File: src/rtl/m3_rampspeedpowerctrl_if.sv
// m3_rampspeedpowerctrl_if
// Command/status bundle between the key-debounce logic, the ramp speed/power
// controller and the step/commutation generator.
//   commands (master -> slave): m3startI, m3forceStopI, m3invRotateI,
//                               m3speedINCi, m3speedDECi, m3powerINCi, m3powerDECi
//   status   (slave -> master): tickO, workingO, dirO, roundLenO, dstRoundLenO,
//                               powerO, atSpeedO, stateO
interface m3_rampspeedpowerctrl_if #(
    parameter int LEN_W = 32,
    parameter int PWR_W = 8
);
    logic             m3startI;
    logic             m3forceStopI;
    logic             m3invRotateI;
    logic             m3speedINCi;
    logic             m3speedDECi;
    logic             m3powerINCi;
    logic             m3powerDECi;

    logic             tickO;
    logic             workingO;
    logic             dirO;
    logic [LEN_W-1:0] roundLenO;
    logic [LEN_W-1:0] dstRoundLenO;
    logic [PWR_W-1:0] powerO;
    logic             atSpeedO;
    logic [1:0]       stateO;

    modport master (
        output m3startI, m3forceStopI, m3invRotateI,
               m3speedINCi, m3speedDECi, m3powerINCi, m3powerDECi,
        input  tickO, workingO, dirO, roundLenO, dstRoundLenO,
               powerO, atSpeedO, stateO
    );

    modport slave (
        input  m3startI, m3forceStopI, m3invRotateI,
               m3speedINCi, m3speedDECi, m3powerINCi, m3powerDECi,
        output tickO, workingO, dirO, roundLenO, dstRoundLenO,
               powerO, atSpeedO, stateO
    );
endinterface

File: src/rtl/m3_rampspeedpowerctrl.sv
// m3_rampspeedpowerctrl
// Speed/power controller for one three-phase motor channel. Keeps a target
// round length and a power level, and ramps the actual round length toward
// the target once per slow tick. Reversal and soft stop first decelerate to
// the slowest round length.
// Ports:
//   clkI  - system clock
//   rstI  - asynchronous active-high reset
//   bus   - slave side of m3_rampspeedpowerctrl_if (command pulses in,
//           tick/state/length/power status out)
//
// state     | meaning
// ----------+------------------------------------------------------------
// IDLE  (0) | motor off, round length pinned to LEN_MAX, divider held at 0
// RUN   (1) | ramp actual round length toward the target
// REVERSE(2)| ramp to LEN_MAX, then flip direction and return to RUN
// STOP  (3) | ramp to LEN_MAX, then drop to IDLE
module m3_rampspeedpowerctrl #(
    parameter int CLK_DIV   = 10000,
    parameter int LEN_W     = 32,
    parameter int LEN_MIN   = 100,
    parameter int LEN_MAX   = 100000,
    parameter int LEN_STEP  = 1000,
    parameter int RAMP_STEP = 500,
    parameter int PWR_W     = 8,
    parameter int PWR_MAX   = 255,
    parameter int PWR_STEP  = 8,
    parameter int PWR_INIT  = 64
) (
    input  logic                    clkI,
    input  logic                    rstI,
    m3_rampspeedpowerctrl_if.slave  bus
);
    typedef enum logic [1:0] {
        S_IDLE    = 2'd0,
        S_RUN     = 2'd1,
        S_REVERSE = 2'd2,
        S_STOP    = 2'd3
    } state_t;

    localparam int               DIV_W    = (CLK_DIV > 1) ? $clog2(CLK_DIV) : 1;
    localparam logic [DIV_W-1:0] DIV_LAST = DIV_W'(CLK_DIV - 1);

    localparam logic [LEN_W-1:0] L_MIN   = LEN_W'(LEN_MIN);
    localparam logic [LEN_W-1:0] L_MAX   = LEN_W'(LEN_MAX);
    localparam logic [LEN_W-1:0] L_STEP  = LEN_W'(LEN_STEP);
    localparam logic [LEN_W-1:0] L_RAMP  = LEN_W'(RAMP_STEP);
    localparam logic [LEN_W:0]   LX_STEP = (LEN_W+1)'(LEN_STEP);
    localparam logic [LEN_W:0]   LX_MAX  = (LEN_W+1)'(LEN_MAX);
    localparam logic [LEN_W:0]   LX_INCF = (LEN_W+1)'(LEN_MIN + LEN_STEP);

    localparam logic [PWR_W-1:0] P_MAX   = PWR_W'(PWR_MAX);
    localparam logic [PWR_W-1:0] P_STEP  = PWR_W'(PWR_STEP);
    localparam logic [PWR_W-1:0] P_INIT  = PWR_W'(PWR_INIT);
    localparam logic [PWR_W:0]   PX_STEP = (PWR_W+1)'(PWR_STEP);
    localparam logic [PWR_W:0]   PX_MAX  = (PWR_W+1)'(PWR_MAX);

    state_t             state_q, state_d, cmd_state;
    logic               dir_q, dir_d;
    logic               tick_q, tick_d;
    logic [DIV_W-1:0]   div_q, div_d;
    logic [LEN_W-1:0]   len_q, len_d;
    logic [LEN_W-1:0]   dst_q, dst_d;
    logic [PWR_W-1:0]   pwr_q, pwr_d;
    logic [LEN_W-1:0]   ramp_goal, ramp_len;
    logic [LEN_W:0]     dst_sum;
    logic [PWR_W:0]     pwr_sum;

    // State register (and the datapath registers that move with it)
    always_ff @(posedge clkI or posedge rstI) begin
        if (rstI) begin
            state_q <= S_IDLE;
            dir_q   <= 1'b0;
            tick_q  <= 1'b0;
            div_q   <= '0;
            len_q   <= L_MAX;
            dst_q   <= L_MAX;
            pwr_q   <= P_INIT;
        end else begin
            state_q <= state_d;
            dir_q   <= dir_d;
            tick_q  <= tick_d;
            div_q   <= div_d;
            len_q   <= len_d;
            dst_q   <= dst_d;
            pwr_q   <= pwr_d;
        end
    end

    // Next-state logic. Commands pick the state first; the ramp step then
    // uses that state's goal, and only a command-free tick may complete a
    // REVERSE or STOP deceleration.
    always_comb begin
        cmd_state = state_q;
        dir_d     = dir_q;
        if (bus.m3forceStopI) begin
            cmd_state = S_IDLE;
        end else begin
            case (state_q)
                S_IDLE: begin
                    if (bus.m3startI)          cmd_state = S_RUN;
                    else if (bus.m3invRotateI) dir_d     = ~dir_q;
                end
                S_RUN: begin
                    if (bus.m3startI)          cmd_state = S_STOP;
                    else if (bus.m3invRotateI) cmd_state = S_REVERSE;
                end
                S_REVERSE: if (bus.m3startI)   cmd_state = S_STOP;
                S_STOP:    if (bus.m3startI)   cmd_state = S_RUN;
                default:                       cmd_state = S_IDLE;
            endcase
        end

        ramp_goal = (cmd_state == S_RUN) ? dst_q : L_MAX;

        // Direction from the unsigned compare, then magnitude against the step,
        // so the length never overshoots or wraps.
        ramp_len = len_q;
        if (len_q < ramp_goal) begin
            if ((ramp_goal - len_q) <= L_RAMP) ramp_len = ramp_goal;
            else                                ramp_len = len_q + L_RAMP;
        end else if (len_q > ramp_goal) begin
            if ((len_q - ramp_goal) <= L_RAMP) ramp_len = ramp_goal;
            else                                ramp_len = len_q - L_RAMP;
        end

        state_d = cmd_state;
        if (tick_q && (cmd_state == state_q) && (ramp_len == L_MAX)) begin
            if (state_q == S_REVERSE) begin
                state_d = S_RUN;
                dir_d   = ~dir_q;
            end else if (state_q == S_STOP) begin
                state_d = S_IDLE;
            end
        end
    end

    // Datapath next values
    always_comb begin
        len_d = len_q;
        if (bus.m3forceStopI || (state_q == S_IDLE)) len_d = L_MAX;
        else if (tick_q)                              len_d = ramp_len;

        // Divider only runs while active and restarts from 0 whenever the
        // channel drops back to IDLE.
        if ((state_q == S_IDLE) || (state_d == S_IDLE)) div_d = '0;
        else if (div_q == DIV_LAST)                       div_d = '0;
        else                                              div_d = div_q + DIV_W'(1);
        tick_d = (state_q != S_IDLE) && (state_d != S_IDLE) && (div_q == DIV_LAST);

        dst_sum = {1'b0, dst_q} + LX_STEP;
        dst_d   = dst_q;
        if (bus.m3speedINCi && !bus.m3speedDECi) begin
            dst_d = ({1'b0, dst_q} <= LX_INCF) ? L_MIN : (dst_q - L_STEP);
        end else if (bus.m3speedDECi && !bus.m3speedINCi) begin
            dst_d = (dst_sum >= LX_MAX) ? L_MAX : dst_sum[LEN_W-1:0];
        end

        pwr_sum = {1'b0, pwr_q} + PX_STEP;
        pwr_d   = pwr_q;
        if (bus.m3powerINCi && !bus.m3powerDECi) begin
            pwr_d = (pwr_sum >= PX_MAX) ? P_MAX : pwr_sum[PWR_W-1:0];
        end else if (bus.m3powerDECi && !bus.m3powerINCi) begin
            pwr_d = ({1'b0, pwr_q} < PX_STEP) ? '0 : (pwr_q - P_STEP);
        end
    end

    // Outputs
    always_comb begin
        bus.tickO        = tick_q;
        bus.workingO     = (state_q != S_IDLE);
        bus.dirO         = dir_q;
        bus.roundLenO    = len_q;
        bus.dstRoundLenO = dst_q;
        bus.powerO       = pwr_q;
        bus.atSpeedO     = (state_q == S_RUN) && (len_q == dst_q);
        bus.stateO       = state_q;
    end
endmodule
File: src/flat_wrapper.sv
// flat-port wrapper written by rule: the top's interface ports become plain ports
module m3_rampspeedpowerctrl_flat 
#(
    parameter int CLK_DIV   = 10000,
    parameter int LEN_W     = 32,
    parameter int LEN_MIN   = 100,
    parameter int LEN_MAX   = 100000,
    parameter int LEN_STEP  = 1000,
    parameter int RAMP_STEP = 500,
    parameter int PWR_W     = 8,
    parameter int PWR_MAX   = 255,
    parameter int PWR_STEP  = 8,
    parameter int PWR_INIT  = 64
)
  (clkI, rstI, bus_m3startI, bus_m3forceStopI, bus_m3invRotateI, bus_m3speedINCi, bus_m3speedDECi, bus_m3powerINCi, bus_m3powerDECi, bus_tickO, bus_workingO, bus_dirO, bus_roundLenO, bus_dstRoundLenO, bus_powerO, bus_atSpeedO, bus_stateO);
  m3_rampspeedpowerctrl_if #(.LEN_W(LEN_W), .PWR_W(PWR_W)) bus_i ();
  input  logic clkI;
  input  logic rstI;
  input wire logic [$bits(bus_i.m3startI)-1:0] bus_m3startI;
  input wire logic [$bits(bus_i.m3forceStopI)-1:0] bus_m3forceStopI;
  input wire logic [$bits(bus_i.m3invRotateI)-1:0] bus_m3invRotateI;
  input wire logic [$bits(bus_i.m3speedINCi)-1:0] bus_m3speedINCi;
  input wire logic [$bits(bus_i.m3speedDECi)-1:0] bus_m3speedDECi;
  input wire logic [$bits(bus_i.m3powerINCi)-1:0] bus_m3powerINCi;
  input wire logic [$bits(bus_i.m3powerDECi)-1:0] bus_m3powerDECi;
  output wire logic [$bits(bus_i.tickO)-1:0] bus_tickO;
  output wire logic [$bits(bus_i.workingO)-1:0] bus_workingO;
  output wire logic [$bits(bus_i.dirO)-1:0] bus_dirO;
  output wire logic [$bits(bus_i.roundLenO)-1:0] bus_roundLenO;
  output wire logic [$bits(bus_i.dstRoundLenO)-1:0] bus_dstRoundLenO;
  output wire logic [$bits(bus_i.powerO)-1:0] bus_powerO;
  output wire logic [$bits(bus_i.atSpeedO)-1:0] bus_atSpeedO;
  output wire logic [$bits(bus_i.stateO)-1:0] bus_stateO;
  assign bus_i.m3startI = bus_m3startI;
  assign bus_i.m3forceStopI = bus_m3forceStopI;
  assign bus_i.m3invRotateI = bus_m3invRotateI;
  assign bus_i.m3speedINCi = bus_m3speedINCi;
  assign bus_i.m3speedDECi = bus_m3speedDECi;
  assign bus_i.m3powerINCi = bus_m3powerINCi;
  assign bus_i.m3powerDECi = bus_m3powerDECi;
  assign bus_tickO = bus_i.tickO;
  assign bus_workingO = bus_i.workingO;
  assign bus_dirO = bus_i.dirO;
  assign bus_roundLenO = bus_i.roundLenO;
  assign bus_dstRoundLenO = bus_i.dstRoundLenO;
  assign bus_powerO = bus_i.powerO;
  assign bus_atSpeedO = bus_i.atSpeedO;
  assign bus_stateO = bus_i.stateO;
  m3_rampspeedpowerctrl #(.CLK_DIV(CLK_DIV), .LEN_W(LEN_W), .LEN_MIN(LEN_MIN), .LEN_MAX(LEN_MAX), .LEN_STEP(LEN_STEP), .RAMP_STEP(RAMP_STEP), .PWR_W(PWR_W), .PWR_MAX(PWR_MAX), .PWR_STEP(PWR_STEP), .PWR_INIT(PWR_INIT)) u_core (.clkI(clkI), .rstI(rstI), .bus(bus_i));
endmodule
File: config.mk
export PLATFORM = sky130hd
export DESIGN_NAME = m3_rampspeedpowerctrl_flat
export DESIGN_NICKNAME = d
export VERILOG_FILES = /design/src/rtl/m3_rampspeedpowerctrl_if.sv /design/src/rtl/m3_rampspeedpowerctrl.sv /design/src/flat_wrapper.sv
export SDC_FILE = /design/constraint.sdc
export NUM_CORES = 1
export LEC_CHECK = 0
export CAP_MARGIN = 20
export CORE_MARGIN = 8
export CORE_UTILIZATION = 67
export DETAILED_ROUTE_END_ITERATION = 12
export HOLD_SLACK_MARGIN = 0.08
export PLACE_DENSITY = 0.89
export RECOVER_POWER = 100
export SETUP_SLACK_MARGIN = 0.5
export SYNTH_ARGS = -nofsm -noshare
export SYNTH_HDL_FRONTEND = slang
export SYNTH_SLANG_ARGS = --single-unit
File: constraint.sdc
create_clock -name clkI -period 19.78 [get_ports clkI]
set_clock_uncertainty 0.05 [all_clocks]
set_input_delay 3.956 -clock clkI [delete_from_list [all_inputs] [get_ports clkI]]
set_output_delay 3.956 -clock clkI [all_outputs]
set_load 0.05 [all_outputs]
Word level (Yosys, flattened, before mapping)

Cells that the tools add are included.
Widths: inputs -> output; s select.

Flip-flop bits (word level): 90
Latch bits: 0
RAM bits: 0
Memory bits (read-only): 0
Input bits: 9
Output and inout port bits: 78
Word-level logic and storage cells: 88
Memories kept: 0

Add/subtract/negate cells: 9
Multiply operators: 0
Div/mod/pow operators: 0
Order comparisons: 8
Equality and inequality tests: 8
Shift operators: 0
Multiplexer cells: 32
Bitwise gates (word level): 1
Reductions and logical operators: 23

Operators with widths:

| cell                   | count |
|---|---|
| $mux 32                | 11 |
| $le 32x9->1 const B    | 2 |
| $sub 32x32->32         | 2 |
| $add 32x10->33 const B | 1 |
| $ge 33x17->1 const B   | 1 |
| $add 32x9->32 const B  | 1 |
| $eq 32x17->1 const B   | 1 |
| $eq 32x32->1           | 1 |
| $gt 32x32->1           | 1 |
| $le 32x11->1 const B   | 1 |
| $lt 32x32->1           | 1 |
| $mux 8                 | 4 |
| $sub 32x10->32 const B | 1 |
| $sub 32x9->32 const B  | 1 |
| $mux 14                | 2 |
| $mux 2                 | 8 |
| $add 14x1->14 const B  | 1 |
| $eq 14x14->1 const B   | 1 |
| $reduce_bool 2->1      | 5 |
| $add 8x4->9 const B    | 1 |
| $ge 9x8->1 const B     | 1 |
| $logic_and 1x1->1      | 9 |
| $lt 8x4->1 const B     | 1 |
| $sub 8x4->8 const B    | 1 |
| other kinds (10)       | 22 |

Logic depth before layout (Yosys ltp)

Depth in word-level cells: 17
Depth in mapped cells: 34
Mapped depth without buffers: 25

Least setup slack after synthesis

OpenSTA, ideal clock, no wires.

Path type: input to register
Start: in bus_m3invRotateI
End: reg u_core.div_q[10]
Setup time: 81 ps
Data arrival time: 10,420 ps
Required time: 19,649 ps
Path slack: 9,228 ps
Cell stages on the path: 29
Path buffers: 7
Cells stage by stage: nand2_1 a21oi_1 a311oi_1 nor2b_1 clkbuf_1 clkbuf_1 buf_1 nand2_1 inv_1 ha_1 buf_2 and4_1 and3_1 a32o_1 a211oi_1 mux2i_1 o2111ai_1 or4_4 nor4_4 buf_6 o22ai_1 a311oi_1 a21oi_1 or4b_1 or4_1 or4_1 buf_2 buf_6 a31oi_2

Longest elaborated chain between the ends: 17
Elaborated cells on any way between the ends: 26
Those cells by class: 2 x add/sub; 4 x order compare; 3 x eq/ne; 13 x mux; 4 x reduce/logical

Ends and longest elaborated chain:

| element              | RTL line                     | source |
|---|---|---|
| start, declared      | flat_wrapper.sv:21           | `input wire logic [$bits(bus_i.m3invRotateI)-1:0] bus_m3invRotateI;` |
| $mux 2 (*)           | m3_rampspeedpowerctrl.sv:106 | `else if (bus.m3invRotateI) cmd_state = S_REVERSE;` |
| $mux 2 (*)           | m3_rampspeedpowerctrl.sv:105 | `if (bus.m3startI) cmd_state = S_STOP;` |
| $pmux 2 s3 (*)       | m3_rampspeedpowerctrl.sv:99  | `case (state_q)` |
| $mux 2 (*)           | m3_rampspeedpowerctrl.sv:96  | `if (bus.m3forceStopI) begin` |
| $eq 2x1->1           | m3_rampspeedpowerctrl.sv:114 | `ramp_goal = (cmd_state == S_RUN) ? dst_q : L_MAX;` |
| $mux 32              | m3_rampspeedpowerctrl.sv:114 |  |
| $sub 32x32->32       | m3_rampspeedpowerctrl.sv:123 | `if ((len_q - ramp_goal) <= L_RAMP) ramp_len = ramp_goal;` |
| $le 32x9->1          | m3_rampspeedpowerctrl.sv:123 |  |
| [2 not listed]       | n/a                          |  |
| $mux 32              | m3_rampspeedpowerctrl.sv:119 | `if (len_q < ramp_goal) begin` |
| $eq 32x17->1         | m3_rampspeedpowerctrl.sv:128 | `if (tick_q && (cmd_state == state_q) && (ramp_len == L_MAX)) begin` |
| $logic_and 1x1->1    | m3_rampspeedpowerctrl.sv:128 |  |
| $mux 2 (*)           | m3_rampspeedpowerctrl.sv:128 |  |
| $logic_not 2->1 (*)  | m3_rampspeedpowerctrl.sv:146 | `if ((state_q == S_IDLE) \|\| (state_d == S_IDLE)) div_d = '0;` |
| $logic_or 1x1->1 (*) | m3_rampspeedpowerctrl.sv:146 |  |
| $mux 14 (*)          | m3_rampspeedpowerctrl.sv:146 |  |
| via u_core.div_d[10] | m3_rampspeedpowerctrl.sv:61  | `logic [DIV_W-1:0] div_q, div_d;` |
| end signal, assigned | m3_rampspeedpowerctrl.sv:83  | `div_q <= div_d;` |
| end, declared        | m3_rampspeedpowerctrl.sv:61  |  |

Mark *: on every way through the listed nets, which the timed path passes. The rest lies on a longest branch.
A chain may end at the register's enable or synchronous reset.

Worst setup path after layout

Start: in bus_m3invRotateI
End: reg u_core.tick_q (netlist: u_core.bus.tickO)

Longest elaborated chain between the ends: 17
Elaborated cells on any way between the ends: 26
Those cells by class: 2 x add/sub; 4 x order compare; 3 x eq/ne; 12 x mux; 5 x reduce/logical

Ends and longest elaborated chain:

| element                            | RTL line                     | source |
|---|---|---|
| $mux 2 (*)                         | m3_rampspeedpowerctrl.sv:106 |  |
| $mux 2 (*)                         | m3_rampspeedpowerctrl.sv:105 |  |
| $pmux 2 s3 (*)                     | m3_rampspeedpowerctrl.sv:99  |  |
| $mux 2 (*)                         | m3_rampspeedpowerctrl.sv:96  |  |
| $eq 2x1->1                         | m3_rampspeedpowerctrl.sv:114 |  |
| $mux 32                            | m3_rampspeedpowerctrl.sv:114 |  |
| $sub 32x32->32                     | m3_rampspeedpowerctrl.sv:123 |  |
| $le 32x9->1                        | m3_rampspeedpowerctrl.sv:123 |  |
| $mux 32                            | m3_rampspeedpowerctrl.sv:123 |  |
| $mux 32                            | m3_rampspeedpowerctrl.sv:122 | `end else if (len_q > ramp_goal) begin` |
| $mux 32                            | m3_rampspeedpowerctrl.sv:119 |  |
| $eq 32x17->1                       | m3_rampspeedpowerctrl.sv:128 |  |
| $logic_and 1x1->1                  | m3_rampspeedpowerctrl.sv:128 |  |
| $mux 2 (*)                         | m3_rampspeedpowerctrl.sv:128 |  |
| $reduce_bool 2->1 (*)              | m3_rampspeedpowerctrl.sv:149 | `tick_d = (state_q != S_IDLE) && (state_d != S_IDLE) && (div_q == DIV_LAST);` |
| $logic_and 1x1->1 (*) (2 in a row) | m3_rampspeedpowerctrl.sv:149 |  |
| via u_core.tick_d                  | m3_rampspeedpowerctrl.sv:60  | `logic tick_q, tick_d;` |
| end signal, assigned               | m3_rampspeedpowerctrl.sv:82  | `tick_q <= tick_d;` |
| end, declared                      | m3_rampspeedpowerctrl.sv:60  |  |

Marks and branches as above.

==> impl_results.md <==
* Nature of the critical path startpoint: input pin
* Layout net count at 1877
* Hold Crit Class: reg2reg
* Synthesis warning total at 0
* Die X at about 150 um
* Cells after synthesis at roughly 1800
* Largest cells by area after synthesis: dfrtp_1 (14%), ha_1 (7.7%), xnor2_1 (6.5%)
* Async SR Flop Fraction at 100%
* M3 GR Usage at about a tenth
* DIE AREA at around 24000 um^2
* # IOs at 87
* Layout cells sized above 1 at ~4.8%
* First-pass GRT wire length at 76100 um
* Die Height at between 150 and 200 um
* Gates resized, CTS repair at 0
* Sequential area share after synthesis at 17.1%
* Multi-input gate area at 9580 um^2
* Sequential cell area at 2170 um^2
* Combinational power share at around two thirds
* DRC at 0
* Core area at 18600 um^2
* Outcome: complete, but fails checks
* Row count at 50
* Sw power at 766 uW
* Setup violations, final at 0
* Clk Tree Root Cell: clkbuf_16
* Pint at a little over 600 uW
* GRT Residual Overflow at 0
* Tmin final at between 10 and 15 ns
* Crit path required time at 19.91 ns
* Worst-Margin Slew at around 4.2 ns
* WHS at approximately 0.42 ns
* FMAX at between 60 and 70 MHz
* Initial DRC Count at 1832
* Slowest Stage Delay on Critical Path at between 1 and 1.5 ns
* Maximum vdd drop at ~130 uV
* Critical path capture point type: flop
* Critical-path cell list: dlygate4sd3_1, nand2_1, a21oi_1, a311oi_1, nor2b_1, clkbuf_1, nand2b_1, ha_1, and4_1, and3_1, a32o_1, a211oi_1, a21oi_1, xnor2_1, and4_1, nand4_1, mux2i_1, a32o_1, o21ai_0, nor4_1, nand2_1, o31ai_2, clkbuf_1, a311oi_1
* Part of the cycle the worst path needs at 72.9%
* Synth area leader: dfrtp_1
* WL per Instance at around 24 um
* Cell Area, Synth at 12700 um^2
* Worst Path Max Fanout at 27
* Initial Util at roughly two thirds
* Largest net degree at the start of global routing at 77
* GPL Wtd Cong at 1.07
* CP max stage cell: nand4_1
* Sequential power share at around a fifth
* Met1 Usage GRT at approximately half
* Met2 usage at between 60 and 70%
* Max Slew Vio Count at 156
* Htree depth at 3
* Synthesized flop and latch total at between 80 and 90
* Final WS setup at approximately 5.4 ns
* Buffers on Ports at 84
* Relative slew slack at -178%
* Top_reg_cell synth: dfrtp_1
* Switching portion of total power at 55.6%
* Synth top area share at between 10% and 20%
* DR pass1 iterations at 9
* WL final at around 50000 um
* Layout area overhead at 7.65%
* HPWL after DPL at roughly 37000 um
* Layout Utilization at approximately 73%
* Clk slew on worst S/H paths at 0.07 ns
* Max clock buf depth at 2
* CTS Buf Count at 9
* # hold bufs at CTS at 0
* Tot GR Track Use at approximately two fifths
* MaxCap Viol Count at 3
* Netlist cell types at 100
* Routed Antenna Nets at 0
* Initial antenna violation count at 1
* Mapped Avg Cell Area at between 7 and 8 um^2
* GRT Max-Usage Layer: met2
* Via Count at 15000
* RSZ-0062 raised after global routing: false
* Clock Latency Late Sink at 0.36 ns
* Vias in the first global route at 14000
* Clock power share at between 10% and 20%
* Clk sink count at 86
* Tot Pwr at between 1000 and 1500 uW
* Pre-CTS setup slack at roughly 7.2 ns
* Leak at about 0.0058 uW
* Fillers at 1492
* Vias per inst at roughly 7.4
* Critical path class: in2reg
* Number of buffers added for setup after CTS at 0
* Failing checks: max-capacitance violations, max-slew violations
* CTS tree: done
* Post-synth EDFFs at 0
* Final Hold Fails at 0
* Pwr/cell area at just over 100 nW/um^2
* Critical path arrival at 14.55 ns
* Final TNS setup at 0 ns
## flip-flops by register name, summed over array words and instances, names as in the netlist
| signal | cells |
|---|---|
| u_core.div_q | 14 |
| u_core.bus.roundLenO | 32 |
| u_core.bus.stateO | 2 |
| u_core.bus.dirO | 1 |
| u_core.bus.dstRoundLenO | 30 |
| u_core.bus.tickO | 1 |
| u_core.bus.powerO | 6 |
## worst max-delay path, delay by kind of cell
family / cells / cell delay [ns]
simple gates: 9 / 4.35
compound gates: 9 / 2.44
buf+inv: 3 / 2.30
fa+ha+maj: 1 / 0.58
mux: 1 / 0.54
xor+xnor: 1 / 0.33
## metrics by stage
step                area, um^2  instances
floorplan                12700       1816
global placement         13400       2013
detailed placement       13400       2013
CTS                      13700       2029
global route             13700       2030
finish                   13700       2030
## final cells by class
class,instances,share of cell area [%]
tap,234,2.14
sequential,86,15.9
clock buffer,10,1.68
clock inverter,6,0.513
inverter,95,2.62
timing repair buffer,103,7.04
antenna,1,0.0183
multi-input combinational,1495,70.1
## metal layers
metal / share of wire [%] / wire length, um
met3: 14 / 6680
met5: 0 / 0
met4: 6.2 / 3050
met1: 37 / 18200
met2: 43 / 21300
## path summary, 6_finish.rpt
| kind | end | slack (ns) | cells after the start | startpoint |
|---|---|---|---|---|
| setup / recovery | u_core.bus.tickO$_DFF_PP0_ | 5.35 | 24 | bus_m3invRotateI |
| hold / removal | u_core.bus.dirO$_DFF_PP0_ | 0.42 | 1 | u_core.bus.dirO$_DFF_PP0_ |
| setup reg to reg | u_core.bus.tickO$_DFF_PP0_ | 8.63 | 24 | u_core.bus.stateO[1]$_DFF_PP0_ |
| hold reg to reg | u_core.bus.dirO$_DFF_PP0_ | 0.42 | 1 | u_core.bus.dirO$_DFF_PP0_ |
| max in group asynchronous | u_core.bus.roundLenO[23]$_DFFE_PP0P_ | 11.36 | 3 | rstI |
| min in group asynchronous | u_core.bus.powerO[3]$_DFFE_PP0P_ | 4.02 | 2 | rstI |
## synth_stat cells (7+ instances only)
library cell / count
xor2_1: 29
clkbuf_1: 96
and3_1: 22
o31ai_1: 21
o21ai_0: 132
nor3_1: 54
a22oi_1: 11
nor4_1: 25
o221ai_1: 9
a21o_1: 16
o2111ai_1: 11
a31oi_1: 18
o21bai_1: 10
and2_1: 13
o22ai_1: 7
dfstp_2: 13
buf_2: 27
xnor2_1: 94
dfrtp_1: 73
a211oi_1: 24
buf_1: 7
o21a_1: 18
ha_1: 78
nand4_1: 44
o211ai_1: 17
a21oi_2: 7
inv_1: 92
mux2i_1: 30
nand2b_1: 23
and4_1: 10
nand2_1: 182
a31oi_2: 9
buf_4: 7
nor2b_1: 10
o21ai_1: 17
nand3_1: 72
a21oi_1: 153
or3_1: 25
nor2_1: 165
## layout by cell type (no fill, tap or decap), drive strengths merged, types with 25 or more instances in the layout
master,instances
xor2,29
nor3,56
nor4,26
nand3,74
or3,25
a21oi,160
nand4,45
ha,78
inv,93
dlygate4sd3,80
xnor2,94
nand2,182
a31oi,27
nor2,166
o21ai,150
mux2i,30
dfrtp,73
## power groups by stage
| stage | Sequential, uW | Clock, uW | Combinational (uW) |
|---|---|---|---|
| after CTS | 274 | 176 | 894 |
| after detailed placement | 276 | 0 | 888 |
| after global placement | 276 | 0 | 876 |
| final | 279 | 177 | 922 |
| after global routing | 282 | 183 | 969 |
| after floorplan | 308 | 0 | 598 |
## cells by family (layout without fill, tap and decap cells)
group,after synthesis,after routing,synth area share (%)
buffers and inverters,235,214,7.60
adder cells (fa/ha/maj),79,79,7.77
AO/OA/AOI/OAI,562,562,29.1
multiplexers,34,34,2.72
other,2,7,0.0592
flip-flops,86,86,17.1
AND/OR/NAND/NOR,691,691,27.2
XOR/XNOR,123,123,8.49
(Power assumes the default switching activity.)
